## config.mk

```make
export PLATFORM = sky130hd
export DESIGN_NAME = conv_3x3_layer_ctrl
export DESIGN_NICKNAME = d
export VERILOG_FILES = /design/src/rtl/conv_3x3_layer_ctrl.sv
export SDC_FILE = /design/constraint.sdc
export NUM_CORES = 1
export LEC_CHECK = 0
export BUFFER_PORTS_ARGS = -buffer_cell sky130_fd_sc_hd__buf_4
export CELL_PAD_IN_SITES_DETAIL_PLACEMENT = 0
export CELL_PAD_IN_SITES_GLOBAL_PLACEMENT = 1
export CORE_AREA = 2 2 94 114
export CTS_CLUSTER_DIAMETER = 150
export DETAILED_ROUTE_END_ITERATION = 6
export DIE_AREA = 0 0 96 116
export PLACE_DENSITY = 0.79
export SYNTH_ARGS = -nofsm -noshare
export SYNTH_HDL_FRONTEND = slang
export SYNTH_SLANG_ARGS = --single-unit
```

## constraint.sdc

```tcl
create_clock -name clk -period 3.05 [get_ports clk]
set_clock_uncertainty 0.05 [all_clocks]
set_input_delay 0 -clock clk [delete_from_list [all_inputs] [get_ports clk]]
set_output_delay 0 -clock clk [all_outputs]
set_load 0.01 [all_outputs]
```

## src/rtl/conv_3x3_layer_ctrl.sv

```systemverilog
// Layer sequencer for the conv_3x3 datapath: walks every (oc, ic) pair, fetching a
// kernel then streaming one input channel, and waits for the accumulator per oc.
module conv_3x3_layer_ctrl #(
    parameter int DATA_WIDTH      = 32,
    parameter int IMAGE_WIDTH     = 64,
    parameter int IMAGE_HEIGHT    = 64,
    parameter int CHANNEL_NUM_IN  = 304,
    parameter int CHANNEL_NUM_OUT = 304,
    parameter int KERNEL_SIZE     = 9,
    localparam int IMAGE_SIZE   = IMAGE_WIDTH * IMAGE_HEIGHT,
    localparam int W_ADDR_RAW   = $clog2(CHANNEL_NUM_OUT * CHANNEL_NUM_IN * KERNEL_SIZE),
    localparam int P_ADDR_RAW   = $clog2(CHANNEL_NUM_IN * IMAGE_SIZE),
    localparam int OC_RAW       = $clog2(CHANNEL_NUM_OUT),
    localparam int W_ADDR_WIDTH = (W_ADDR_RAW < 1) ? 1 : W_ADDR_RAW,
    localparam int P_ADDR_WIDTH = (P_ADDR_RAW < 1) ? 1 : P_ADDR_RAW,
    localparam int OC_WIDTH     = (OC_RAW < 1) ? 1 : OC_RAW
) (
    input  logic                    clk,
    input  logic                    reset,
    input  logic                    start,
    input  logic                    ready_in,
    input  logic                    acc_done,
    output logic                    w_rd_en,
    output logic [W_ADDR_WIDTH-1:0] w_addr,
    output logic                    p_rd_en,
    output logic [P_ADDR_WIDTH-1:0] p_addr,
    output logic                    valid_weight_out,
    output logic                    valid_pxl_out,
    output logic                    ic_first,
    output logic [OC_WIDTH-1:0]     oc_idx,
    output logic                    busy,
    output logic                    done
);

    localparam int IC_RAW   = $clog2(CHANNEL_NUM_IN);
    localparam int K_RAW    = $clog2(KERNEL_SIZE);
    localparam int PX_RAW   = $clog2(IMAGE_SIZE);
    localparam int IC_WIDTH = (IC_RAW < 1) ? 1 : IC_RAW;
    localparam int K_WIDTH  = (K_RAW < 1) ? 1 : K_RAW;
    localparam int PX_WIDTH = (PX_RAW < 1) ? 1 : PX_RAW;

    localparam logic [OC_WIDTH-1:0] OC_LAST = OC_WIDTH'(CHANNEL_NUM_OUT - 1);
    localparam logic [IC_WIDTH-1:0] IC_LAST = IC_WIDTH'(CHANNEL_NUM_IN - 1);
    localparam logic [K_WIDTH-1:0]  K_LAST  = K_WIDTH'(KERNEL_SIZE - 1);
    localparam logic [PX_WIDTH-1:0] PX_LAST = PX_WIDTH'(IMAGE_SIZE - 1);

    if (DATA_WIDTH < 1) begin : g_bad_data_width
        $error("conv_3x3_layer_ctrl: DATA_WIDTH must be positive");
    end

    typedef enum logic [2:0] {
        S_IDLE,
        S_LOAD_W,
        S_STREAM,
        S_WAIT_ACC,
        S_DONE
    } state_t;

    state_t                  state_q, state_d;
    logic [OC_WIDTH-1:0]     oc_q, oc_d;
    logic [IC_WIDTH-1:0]     ic_q, ic_d;
    logic [K_WIDTH-1:0]      k_q, k_d;
    logic [PX_WIDTH-1:0]     px_q, px_d;
    logic [W_ADDR_WIDTH-1:0] w_addr_q, w_addr_d;
    logic [P_ADDR_WIDTH-1:0] p_addr_q, p_addr_d;
    logic                    w_rd_c, p_rd_c;
    logic                    valid_w_q, valid_p_q;

    // Both addresses advance by one per accepted read; the weight address runs
    // straight through the whole layer, so no multiply is ever needed.
    always_comb begin
        state_d  = state_q;
        oc_d     = oc_q;
        ic_d     = ic_q;
        k_d      = k_q;
        px_d     = px_q;
        w_addr_d = w_addr_q;
        p_addr_d = p_addr_q;
        w_rd_c   = 1'b0;
        p_rd_c   = 1'b0;

        case (state_q)
            S_IDLE: begin
                if (start) begin
                    state_d  = S_LOAD_W;
                    oc_d     = '0;
                    ic_d     = '0;
                    k_d      = '0;
                    px_d     = '0;
                    w_addr_d = '0;
                    p_addr_d = '0;
                end
            end

            S_LOAD_W: begin
                if (ready_in) begin
                    w_rd_c   = 1'b1;
                    w_addr_d = w_addr_q + W_ADDR_WIDTH'(1);
                    if (k_q == K_LAST) begin
                        k_d     = '0;
                        state_d = S_STREAM;
                    end else begin
                        k_d = k_q + K_WIDTH'(1);
                    end
                end
            end

            S_STREAM: begin
                if (ready_in) begin
                    p_rd_c = 1'b1;
                    if (px_q == PX_LAST) begin
                        px_d = '0;
                        if (ic_q == IC_LAST) begin
                            p_addr_d = '0;
                            state_d  = S_WAIT_ACC;
                        end else begin
                            ic_d     = ic_q + IC_WIDTH'(1);
                            p_addr_d = p_addr_q + P_ADDR_WIDTH'(1);
                            state_d  = S_LOAD_W;
                        end
                    end else begin
                        px_d     = px_q + PX_WIDTH'(1);
                        p_addr_d = p_addr_q + P_ADDR_WIDTH'(1);
                    end
                end
            end

            S_WAIT_ACC: begin
                if (acc_done) begin
                    if (oc_q == OC_LAST) begin
                        state_d = S_DONE;
                    end else begin
                        oc_d     = oc_q + OC_WIDTH'(1);
                        ic_d     = '0;
                        p_addr_d = '0;
                        state_d  = S_LOAD_W;
                    end
                end
            end

            S_DONE: begin
                state_d = S_IDLE;
            end

            default: begin
                state_d = S_IDLE;
            end
        endcase
    end

    always_ff @(posedge clk or posedge reset) begin
        if (reset) begin
            state_q   <= S_IDLE;
            oc_q      <= '0;
            ic_q      <= '0;
            k_q       <= '0;
            px_q      <= '0;
            w_addr_q  <= '0;
            p_addr_q  <= '0;
            valid_w_q <= 1'b0;
            valid_p_q <= 1'b0;
        end else begin
            state_q   <= state_d;
            oc_q      <= oc_d;
            ic_q      <= ic_d;
            k_q       <= k_d;
            px_q      <= px_d;
            w_addr_q  <= w_addr_d;
            p_addr_q  <= p_addr_d;
            valid_w_q <= w_rd_c;
            valid_p_q <= p_rd_c;
        end
    end

    // Read strobes follow ready_in combinationally so a stalled cycle issues nothing.
    assign w_rd_en          = w_rd_c;
    assign p_rd_en          = p_rd_c;
    assign w_addr           = w_addr_q;
    assign p_addr           = p_addr_q;
    assign valid_weight_out = valid_w_q;
    assign valid_pxl_out    = valid_p_q;
    assign ic_first         = (state_q == S_STREAM) && (ic_q == '0);
    assign oc_idx           = oc_q;
    assign busy             = (state_q != S_IDLE);
    assign done             = (state_q == S_DONE);

endmodule

```

==> results.sh, run 1 <==
export IMPL_path_class="reg2reg"
export IMPL_vias_per_cell=5.657
export IMPL_vias=3722
export IMPL_gp_congestion=0.7934
export IMPL_dr_wl_met3_um=379
export IMPL_hpwl_um=7234
export IMPL_antenna_found_initial=0
export IMPL_fp_dieW_um=96
export IMPL_finalSetupViolCount=0
export IMPL_io_pin_count=62
export IMPL_syn_nets=476
export IMPL_yosysMostFrequentCell="dfrtp_1"
export IMPL_cp_end_kind="flop"
export IMPL_ant_nets=0
export IMPL_sequentialPowerShare=0.426
export IMPL_async_flop_share=1.000
export IMPL_grt_first_pass_wirelength_um=17020
export IMPL_rsz0062_at_grt="no"
export IMPL_hold_class="in2reg"
export IMPL_area_delta_synth_final_pct=20.88
export IMPL_yosys_warnings=0
export IMPL_synth_edf_count=0
export IMPL_syn_avg_cell_area_um2=9.407
export IMPL_rows=40
export IMPL_cts_buffers=9
export IMPL_cts_path_max_buffers=2
export IMPL_grt_max_degree=31
export IMPL_min_period_over_period=0.7859
export IMPL_maxCapViolations=0
export IMPL_synthesis_area_um2=4355
export IMPL_clkTransAtPathRegs_ns=0.06
export IMPL_synth_top_area_share=0.4596
export IMPL_drv_slew=0
export IMPL_post_cts_buffers=0
export IMPL_drt_iter0_markers=193
export IMPL_ys_top_cells_by_area="dfrtp_1 46%, nor2_1 4.6%, xnor2_1 3.8%"
export IMPL_slew_headroom=0.5663
export IMPL_power_leakage_nw=2.289
export IMPL_fin_nets=540
export IMPL_cp_startpoint="state_q[1]"
export IMPL_cts_sinks=80
export IMPL_worstPathMaxFanout=18
export IMPL_track_usage=0.1945
export IMPL_p_sw_frac=0.2925
export IMPL_pwr_share_clk=0.395
export IMPL_start_util=0.4373
export IMPL_wl_met1_um=4836
export IMPL_synth_distinct_cells=62
export IMPL_finalPower_mw=2.764
export IMPL_io_buffers=61
export IMPL_arrival_ns=2.59
export IMPL_final_setup_tns_ns=0
export IMPL_ys_seq_elements=80
export IMPL_ys_seq_area_frac=0.4596
export IMPL_coreArea_um2=9960
export IMPL_p_int_mw=1.956
export IMPL_r2r_start="state_q[1]"
export IMPL_cp_start_kind="flop"
export IMPL_antenna_cells=0
export IMPL_switching_power_mw=0.8086
export IMPL_cp_required_ns=3.25
export IMPL_drt_total_wl_um=10270
export IMPL_dieHeight_um=116
export IMPL_final_area_um2=5265
export IMPL_grt_pass1_vias=3512
export IMPL_fin_util=0.5286
export IMPL_outcome="finished, final reports clean"
export IMPL_detailed_place_area_um2=4945
export IMPL_nFillCells=925
export IMPL_fmax_mhz=417.2
export IMPL_p_comb_frac=0.179
export IMPL_dominantRegCellSynth="dfrtp_1"
export IMPL_first_pass_iters=4
export IMPL_wl_per_cell_um=15.61
export IMPL_period_minus_slack_ns=2.397
export IMPL_finalHoldViolCount=0
export IMPL_htree_levels=3
export IMPL_routed_top_layer="met4"
export IMPL_ys_top_cells_by_count="80 x dfrtp_1, 53 x nor2_1, 38 x nand2_1, 31 x o21ai_0, 22 x nand3_1"
export IMPL_wl_met2_um=4890
export IMPL_cts_tree="yes"
export IMPL_drc=0
export IMPL_peakVddDrop_mv=0.2426
export IMPL_power_density_nw_per_um2=525.0
export IMPL_grt_ovfl_total=0
export IMPL_drive_gt1_frac=0.1917
export IMPL_die_area_um2=11140
export IMPL_whs_ns=0.05247
export IMPL_hold_start="start"
export IMPL_clockRootBuffer="clkbuf_16"
export IMPL_clock_latency_ns=0.33
export IMPL_syn_inst=463
export IMPL_synth_top_area_cell="dfrtp_1"
export IMPL_worst_pin_slew_ns=0.6482
[power by group through the flow]
| stage | Sequential, mW | Combinational (mW) | Clock (mW) |
|---|---|---|---|
| after floorplan | 1.17 | 0.341 | 0 |
| after global placement | 1.19 | 0.488 | 0 |
| after detailed placement | 1.20 | 0.494 | 0 |
| after CTS | 1.18 | 0.499 | 1.12 |
| after global routing | 1.19 | 0.557 | 1.17 |
| final | 1.18 | 0.494 | 1.09 |
[final cells by class]
cell class              instances  area [um2]  share of cell area
multi-input cells             347        2191              0.4161
flip-flops and latches         80        2002              0.3802
repair buffers                 73       553.0              0.1050
clock buffers                  13       260.3             0.04943
well taps                     126       157.7             0.02994
inverters                      16       61.31             0.01164
clock inverters                 3       40.04            0.007605
[layout by cell type (no fill, tap or decap), types with 3 or more instances in the layout]
cell type / count
a211oi_1: 3
a21oi_1: 20
a22o_1: 3
and2_1: 3
and3_1: 3
and4_1: 6
buf_4: 71
clkbuf_16: 9
clkinv_2: 3
dfrtp_1: 80
ha_1: 8
inv_1: 15
nand2_1: 38
nand2b_1: 4
nand3_1: 22
nand3b_1: 3
nand4_1: 17
nor2_1: 53
nor3_1: 11
nor4_1: 10
o2111ai_1: 8
o211ai_1: 3
o21ai_0: 31
o2bb2ai_1: 3
o31ai_1: 6
or3_1: 13
or4_1: 7
xnor2_1: 19
xor2_1: 16
[routing by layer]
metal / vias up / global-route usage
li1: 1817 / -
met1: 1834 / 0.2673
met2: 56 / 0.3065
met3: 15 / 0.03576
met4: 0 / 0.07048
met5: - / 0
[logic make-up after synthesis]
| kind of cell | count (synthesis) | share of synthesized area |
|---|---|---|
| AOI/OAI and AO/OA | 94 | 0.1413 |
| xor gates and xnor gates | 35 | 0.07038 |
| adders and majority gates | 8 | 0.02298 |
| buffers and inverters | 36 | 0.03735 |
| DFF | 80 | 0.4596 |
| muxes | 3 | 0.007469 |
| and+or+nand+nor | 207 | 0.2608 |
[sequential cells by signal, indices dropped and copies added (netlist names)]
signal / cells
px_q: 12
valid_weight_out: 1
w_addr: 20
valid_pxl_out: 1
k_q: 4
oc_idx: 9
ic_q: 9
p_addr: 21
state_q: 3
[critical path, cell delays in order, from the launching register on]
cell      delay [ns]
dfrtp_1         0.58
mux2i_1         0.46
nor3_4          0.06
o22ai_1         0.50
buf_4           0.24
nor2_2          0.03
buf_4           0.20
o211ai_1        0.19
[stage by stage]
step	instances	worst slack, ns
after floorplan	463	0.9483
after global placement	640	0.6984
after detailed placement	640	0.6541
after CTS	658	0.6196
after global routing	658	0.4114
final	658	0.6530
[worst paths after layout]
kind / slack [ns] / to / depth (start not counted)
max reg2reg: 0.65 / p_addr[14] / 7
max: 0.65 / p_addr[14] / 7
min in group asynchronous: 0.19 / p_addr[9] / 3
min: 0.05 / oc_idx[7] / 4
max in group asynchronous: 2.00 / valid_weight_out / 4
min reg2reg: 0.47 / px_q[10] / 2
[what timing repair did]
| action | in CTS | in global routing |
|---|---|---|
| resized for setup | 0 | 0 |
| hold buffers | 2 | 0 |
| hold endpoints to repair | 25 | 0 |
No activity file was read; power rests on OpenSTA's default activity.
==> run 2: changes to the inputs <==
Settings changed: CORE_AREA 2 2 94 114 to 2 2 99 120, DIE_AREA 0 0 96 116 to 0 0 101 122, PLACE_DENSITY 0.79 to 0.75.
Clock period 3.05 ns to 2.2 ns, I/O delays scaled along.
==> results.sh, run 2 (synthesis gave the netlist of run 1 again) <==
export IMPL_cts_sinks=80
export IMPL_cts_path_max_buffers=2
export IMPL_drt_iter0_markers=221
export IMPL_io_pin_count=62
export IMPL_fin_nets=572
export IMPL_ff2ff_path_depth=7
export IMPL_critPathMaxStageDelay_ns=0.55
export IMPL_finalHoldViolCount=0
export IMPL_r2r_setup_slack_ns=-0.02
export IMPL_ant_nets=0
export IMPL_dp_cells=673
export IMPL_whs_ns=0.01278
export IMPL_clkTransAtPathRegs_ns=0.06
export IMPL_grt_max_degree=54
export IMPL_first_pass_iters=4
export IMPL_gp_congestion=0.8384
export IMPL_final_common_cell="buf_4"
export IMPL_r2r_start="px_q[1]"
export IMPL_vias_per_cell=5.449
export IMPL_final_cell_mix="99 x buf_4, 79 x dfrtp_1, 53 x nor2_1, 38 x nand2_1, 31 x o21ai_0"
export IMPL_cpMaxStageDelayCell="or4_1"
export IMPL_worst_pin_slew_ns=0.5156
export IMPL_detailedPlace_worstSlack_ns=0.01535
export IMPL_hpwl_um=7721
export IMPL_cp_start_kind="flop"
export IMPL_drc=0
export IMPL_rsz0062_at_grt="yes"
export IMPL_rows=43
export IMPL_detailed_place_area_um2=5161
export IMPL_clockRootBuffer="clkbuf_16"
export IMPL_start_util=0.3855
export IMPL_violations="setup timing"
export IMPL_grt_pass1_vias=3530
export IMPL_fp_dieW_um=101
export IMPL_path_class="reg2reg"
export IMPL_grt_first_pass_wirelength_um=17750
export IMPL_power_leakage_nw=2.496
export IMPL_power_density_nw_per_um2=749.2
export IMPL_clock_latency_ns=0.34
export IMPL_min_period_over_period=1.010
export IMPL_track_usage=0.1819
export IMPL_stdcell_count=699
export IMPL_hold_start="ready_in"
export IMPL_cp_required_ns=2.42
export IMPL_hold_class="in2reg"
export IMPL_hold_end="valid_pxl_out"
export IMPL_fmax_mhz=450.3
export IMPL_die_area_um2=12320
export IMPL_largest_reg_flops=21
export IMPL_arrival_ns=2.44
export IMPL_outcome="finished with violations"
export IMPL_drive_gt1_frac=0.2518
export IMPL_coreArea_um2=11300
export IMPL_worstPathMaxFanout=6
export IMPL_antenna_cells=0
export IMPL_area_delta_synth_final_pct=29.85
export IMPL_wl_per_cell_um=15.80
export IMPL_vias=3809
export IMPL_peakVddDrop_mv=0.3727
export IMPL_antenna_found_initial=0
export IMPL_dieHeight_um=122
export IMPL_fin_ws_ns=-0.02098
export IMPL_cp_end_kind="flop"
export IMPL_path_cells="ha_2 -> nand4_1 -> nor4_4 -> o22ai_4 -> buf_12 -> or4_1 -> a21oi_2"
export IMPL_drt_total_wl_um=11040
export IMPL_cts_tree="yes"
export IMPL_final_area_um2=5655
export IMPL_io_buffers=61
export IMPL_period_minus_slack_ns=2.221
export IMPL_final_setup_tns_ns=-0.02098
export IMPL_finalSetupViolCount=1
export IMPL_slew_headroom=0.6559
export IMPL_drv_slew=0
export IMPL_hold_path_depth=2
export IMPL_maxCapViolations=0
export IMPL_grt_ovfl_total=0
export IMPL_r2r_end="ic_q[3]"
export IMPL_cts_buffers=9
export IMPL_htree_levels=3
## run 2: timing repair
item | 4_1_cts | 5_1_grt
cloned | 0 | 1
setup buffers | 0 | 8
endpoints found under the setup margin | 1 | 10
pin swaps | 0 | 4
endpoints found under the hold margin | 27 | 0
hold buffers | 1 | 0
gates resized for setup | 1 | 9
## run 2: layout make-up
| type | count | area (um2) |
|---|---|---|
| clock inverters | 6 | 115.1 |
| inverters | 16 | 61.31 |
| repair buffers | 105 | 840.8 |
| fillers | 1065 | 5643 |
| well taps | 135 | 168.9 |
| flip-flops and latches | 80 | 2003 |
| clock buffers | 10 | 239.0 |
| multi-input cells | 347 | 2227 |
## run 2: how the worst max path moves through the flow
stage	start	end
2_1_floorplan	reset	ic_q[0]
3_3_place_gp	px_q[1]	p_addr[14]
3_5_place_dp	px_q[1]	p_addr[14]
4_1_cts	px_q[1]	ic_q[3]
5_1_grt	px_q[1]	ic_q[3]
6_report	px_q[1]	ic_q[3]
## run 2: power by group
group	switching, mW	internal (mW)
sequential	0.0783	1.53
combinational	0.493	0.353
clock	0.636	1.15
total	1.21	3.03
## run 2: routing by layer
| layer | GRT usage | part of all wire |
|---|---|---|
| met4 | 0.05321 | 0.012 |
| met1 | 0.2393 | 0.46 |
| met3 | 0.04991 | 0.050 |
| met5 | 0 | 0 |
| met2 | 0.2933 | 0.48 |
## run 2: metrics by stage
step	power, mW	util
after global routing	4.434	0.5006
after CTS	4.201	0.4895
after global placement	2.400	0.4568
after detailed placement	2.408	0.4568
after floorplan	2.102	-
final	4.237	0.5006
## run 2: worst max-delay path: cells and delay by family (launching register included)
kind | cells | cell delay [ns]
AOI/OAI and AO/OA | 2 | 0.31
adders and majority gates | 1 | 0.20
buffers and inverters | 1 | 0.16
DFF | 1 | 0.38
and+or+nand+nor | 3 | 1.04
==> run 3: changes to the inputs <==
Settings changed: CORE_AREA 2 2 99 120 to 2 2 91 111, DIE_AREA 0 0 101 122 to 0 0 93 113, PLACE_DENSITY 0.75 to 0.83, SETUP_SLACK_MARGIN set to 0.5.
Clock period 2.2 ns to 2.7 ns, I/O delays scaled along.
==> results.sh, run 3 (synthesis gave the netlist of run 1 again) <==
export IMPL_outcome="finished, final reports clean"
export IMPL_worst_pin_slew_ns=0.8428
export IMPL_drv_slew=0
export IMPL_gp_congestion=0.7777
export IMPL_htree_levels=3
export IMPL_final_cell_mix="79 x buf_4, 77 x dfrtp_1, 51 x nor2_1, 38 x nand2_1, 31 x o21ai_0"
export IMPL_die_area_um2=10510
export IMPL_grt_ovfl_total=0
export IMPL_r2r_setup_slack_ns=0.58
export IMPL_sequentialPowerShare=0.443
export IMPL_largest_reg_flops=21
export IMPL_pwr_share_clk=0.368
export IMPL_fmax_mhz=471.8
export IMPL_start_util=0.4649
export IMPL_grt_pass1_vias=3562
export IMPL_vias_per_cell=5.700
export IMPL_dieHeight_um=113
export IMPL_io_buffers=61
export IMPL_path_cells="ha_1 -> and4_4 -> a21oi_4 -> buf_6 -> o211ai_4 -> or4_4 -> a21oi_2"
export IMPL_rows=39
export IMPL_vias=3779
export IMPL_clkTransAtPathRegs_ns=0.06
export IMPL_hold_class="in2reg"
export IMPL_io_pin_count=62
export IMPL_path_class="reg2reg"
export IMPL_arrival_ns=2.34
export IMPL_maxCapViolations=0
export IMPL_rsz0062_at_grt="yes"
export IMPL_cp_start_kind="flop"
export IMPL_gr_usage_met2=0.3386
export IMPL_grt_max_degree=46
export IMPL_p_int_mw=2.091
export IMPL_cpMaxStageDelayCell="or4_4"
export IMPL_ant_nets=0
export IMPL_finalHoldViolCount=0
export IMPL_ff2ff_path_depth=7
export IMPL_clock_latency_ns=0.34
export IMPL_cts_tree="yes"
export IMPL_antenna_cells=0
export IMPL_peakVddDrop_mv=0.3878
export IMPL_wl_per_cell_um=15.77
export IMPL_power_density_nw_per_um2=559.9
export IMPL_min_period_over_period=0.7850
export IMPL_cp_startpoint="oc_idx[0]"
export IMPL_cp_end_kind="flop"
export IMPL_first_pass_iters=5
export IMPL_fp_dieW_um=93
export IMPL_grt_busiest_layer="met2"
export IMPL_p_comb_frac=0.189
export IMPL_hold_start="start"
export IMPL_drt_total_wl_um=10460
export IMPL_met3_usage=0.04128
export IMPL_whs_ns=0.05610
export IMPL_r2r_end="p_addr[16]"
export IMPL_final_common_cell="buf_4"
export IMPL_p_sw_frac=0.3043
export IMPL_drive_gt1_frac=0.2259
export IMPL_grt_first_pass_wirelength_um=17560
export IMPL_hold_end="oc_idx[8]"
export IMPL_slew_headroom=0.4375
export IMPL_cts_buffers=9
export IMPL_area_delta_synth_final_pct=23.27
export IMPL_finalSetupViolCount=0
export IMPL_drc=0
export IMPL_clockRootBuffer="clkbuf_16"
export IMPL_worstPathMaxFanout=8
export IMPL_cp_required_ns=2.92
export IMPL_hpwl_um=7183
export IMPL_grt_use_met1=0.2726
export IMPL_nFillCells=853
export IMPL_antenna_found_initial=0
export IMPL_coreArea_um2=9369
export IMPL_drt_iter0_markers=216
export IMPL_period_minus_slack_ns=2.119
export IMPL_cts_sinks=80
export IMPL_critPathMaxStageDelay_ns=0.54
export IMPL_final_setup_tns_ns=0
export IMPL_power_leakage_nw=2.326
export IMPL_hold_path_depth=4
export IMPL_fin_util=0.5731
export IMPL_track_usage=0.2087
export IMPL_switching_power_mw=0.9147
export IMPL_r2r_start="oc_idx[0]"
export IMPL_fin_nets=550
export IMPL_cts_path_max_buffers=2
run 3: cell count changes in the layout (fill, tap and decap cells not counted), sizes merged:
cell,delta
inv,-1
clkbuf,-1
clkinv,+2
bufinv,-3
dlygate4sd3,+1
buf,-22
run 3: worst max-delay path by stage:
stage                       to  slack [ns]
finish              p_addr[16]        0.58
global route        p_addr[20]        0.48
CTS                 p_addr[14]        0.47
detailed placement  p_addr[14]        0.26
global placement    p_addr[14]        0.36
floorplan              ic_q[0]        0.60
run 3: critical path: cells and delay by family (launching register included):
kind	cells	cell delay (ns)
AOI/OAI and AO/OA	3	0.45
adders and majority gates	1	0.23
buffers and inverters	1	0.17
DFF	1	0.43
and+or+nand+nor	2	0.72
run 3: cell type report:
cell class,count,area [um2],area share
Clock buffer,10,239.0,0.04451
Clock inverter,4,22.52,0.004195
Inverter,16,61.31,0.01142
Multi-Input combinational cell,347,2242,0.4176
Sequential cell,80,2006,0.3736
Tap cell,123,153.9,0.02866
Timing Repair Buffer,83,644.4,0.1200
run 3: what timing repair did:
action / CTS / global route
resized for setup: 2 / 13
endpoints found under the setup margin: 27 / 47
pin swaps: 1 / 4
setup buffers: 3 / 6
hold buffers: 2 / 0
hold endpoints to repair: 45 / 0
run 3: per-stage QoR:
stage | cell area, um2 | cells | setup slack, ns | power (mW)
6_report | 5369 | 663 | 0.5806 | 3.006
5_1_grt | 5369 | 663 | 0.4752 | 3.156
3_3_place_gp | 4961 | 638 | 0.3557 | 1.892
3_5_place_dp | 4961 | 638 | 0.2581 | 1.903
2_1_floorplan | 4355 | 463 | 0.5983 | 1.712
4_1_cts | 5275 | 657 | 0.4709 | 3.015
run 3: per-layer routing:
metal | share of wire | routed length [um] | up-vias
met5 | 0 | 0 | -
met2 | 0.47 | 4944 | 73
met1 | 0.46 | 4812 | 1860
met3 | 0.044 | 459 | 18
met4 | 0.023 | 240 | 0
li1 | - | - | 1828
run 3: power groups by stage:
| stage | Sequential (mW) | Combinational, mW | Clock [mW] |
|---|---|---|---|
| after floorplan | 1.33 | 0.386 | 0 |
| after global placement | 1.35 | 0.544 | 0 |
| after detailed placement | 1.35 | 0.553 | 0 |
| after CTS | 1.33 | 0.562 | 1.12 |
| after global routing | 1.34 | 0.633 | 1.18 |
| final | 1.33 | 0.569 | 1.11 |
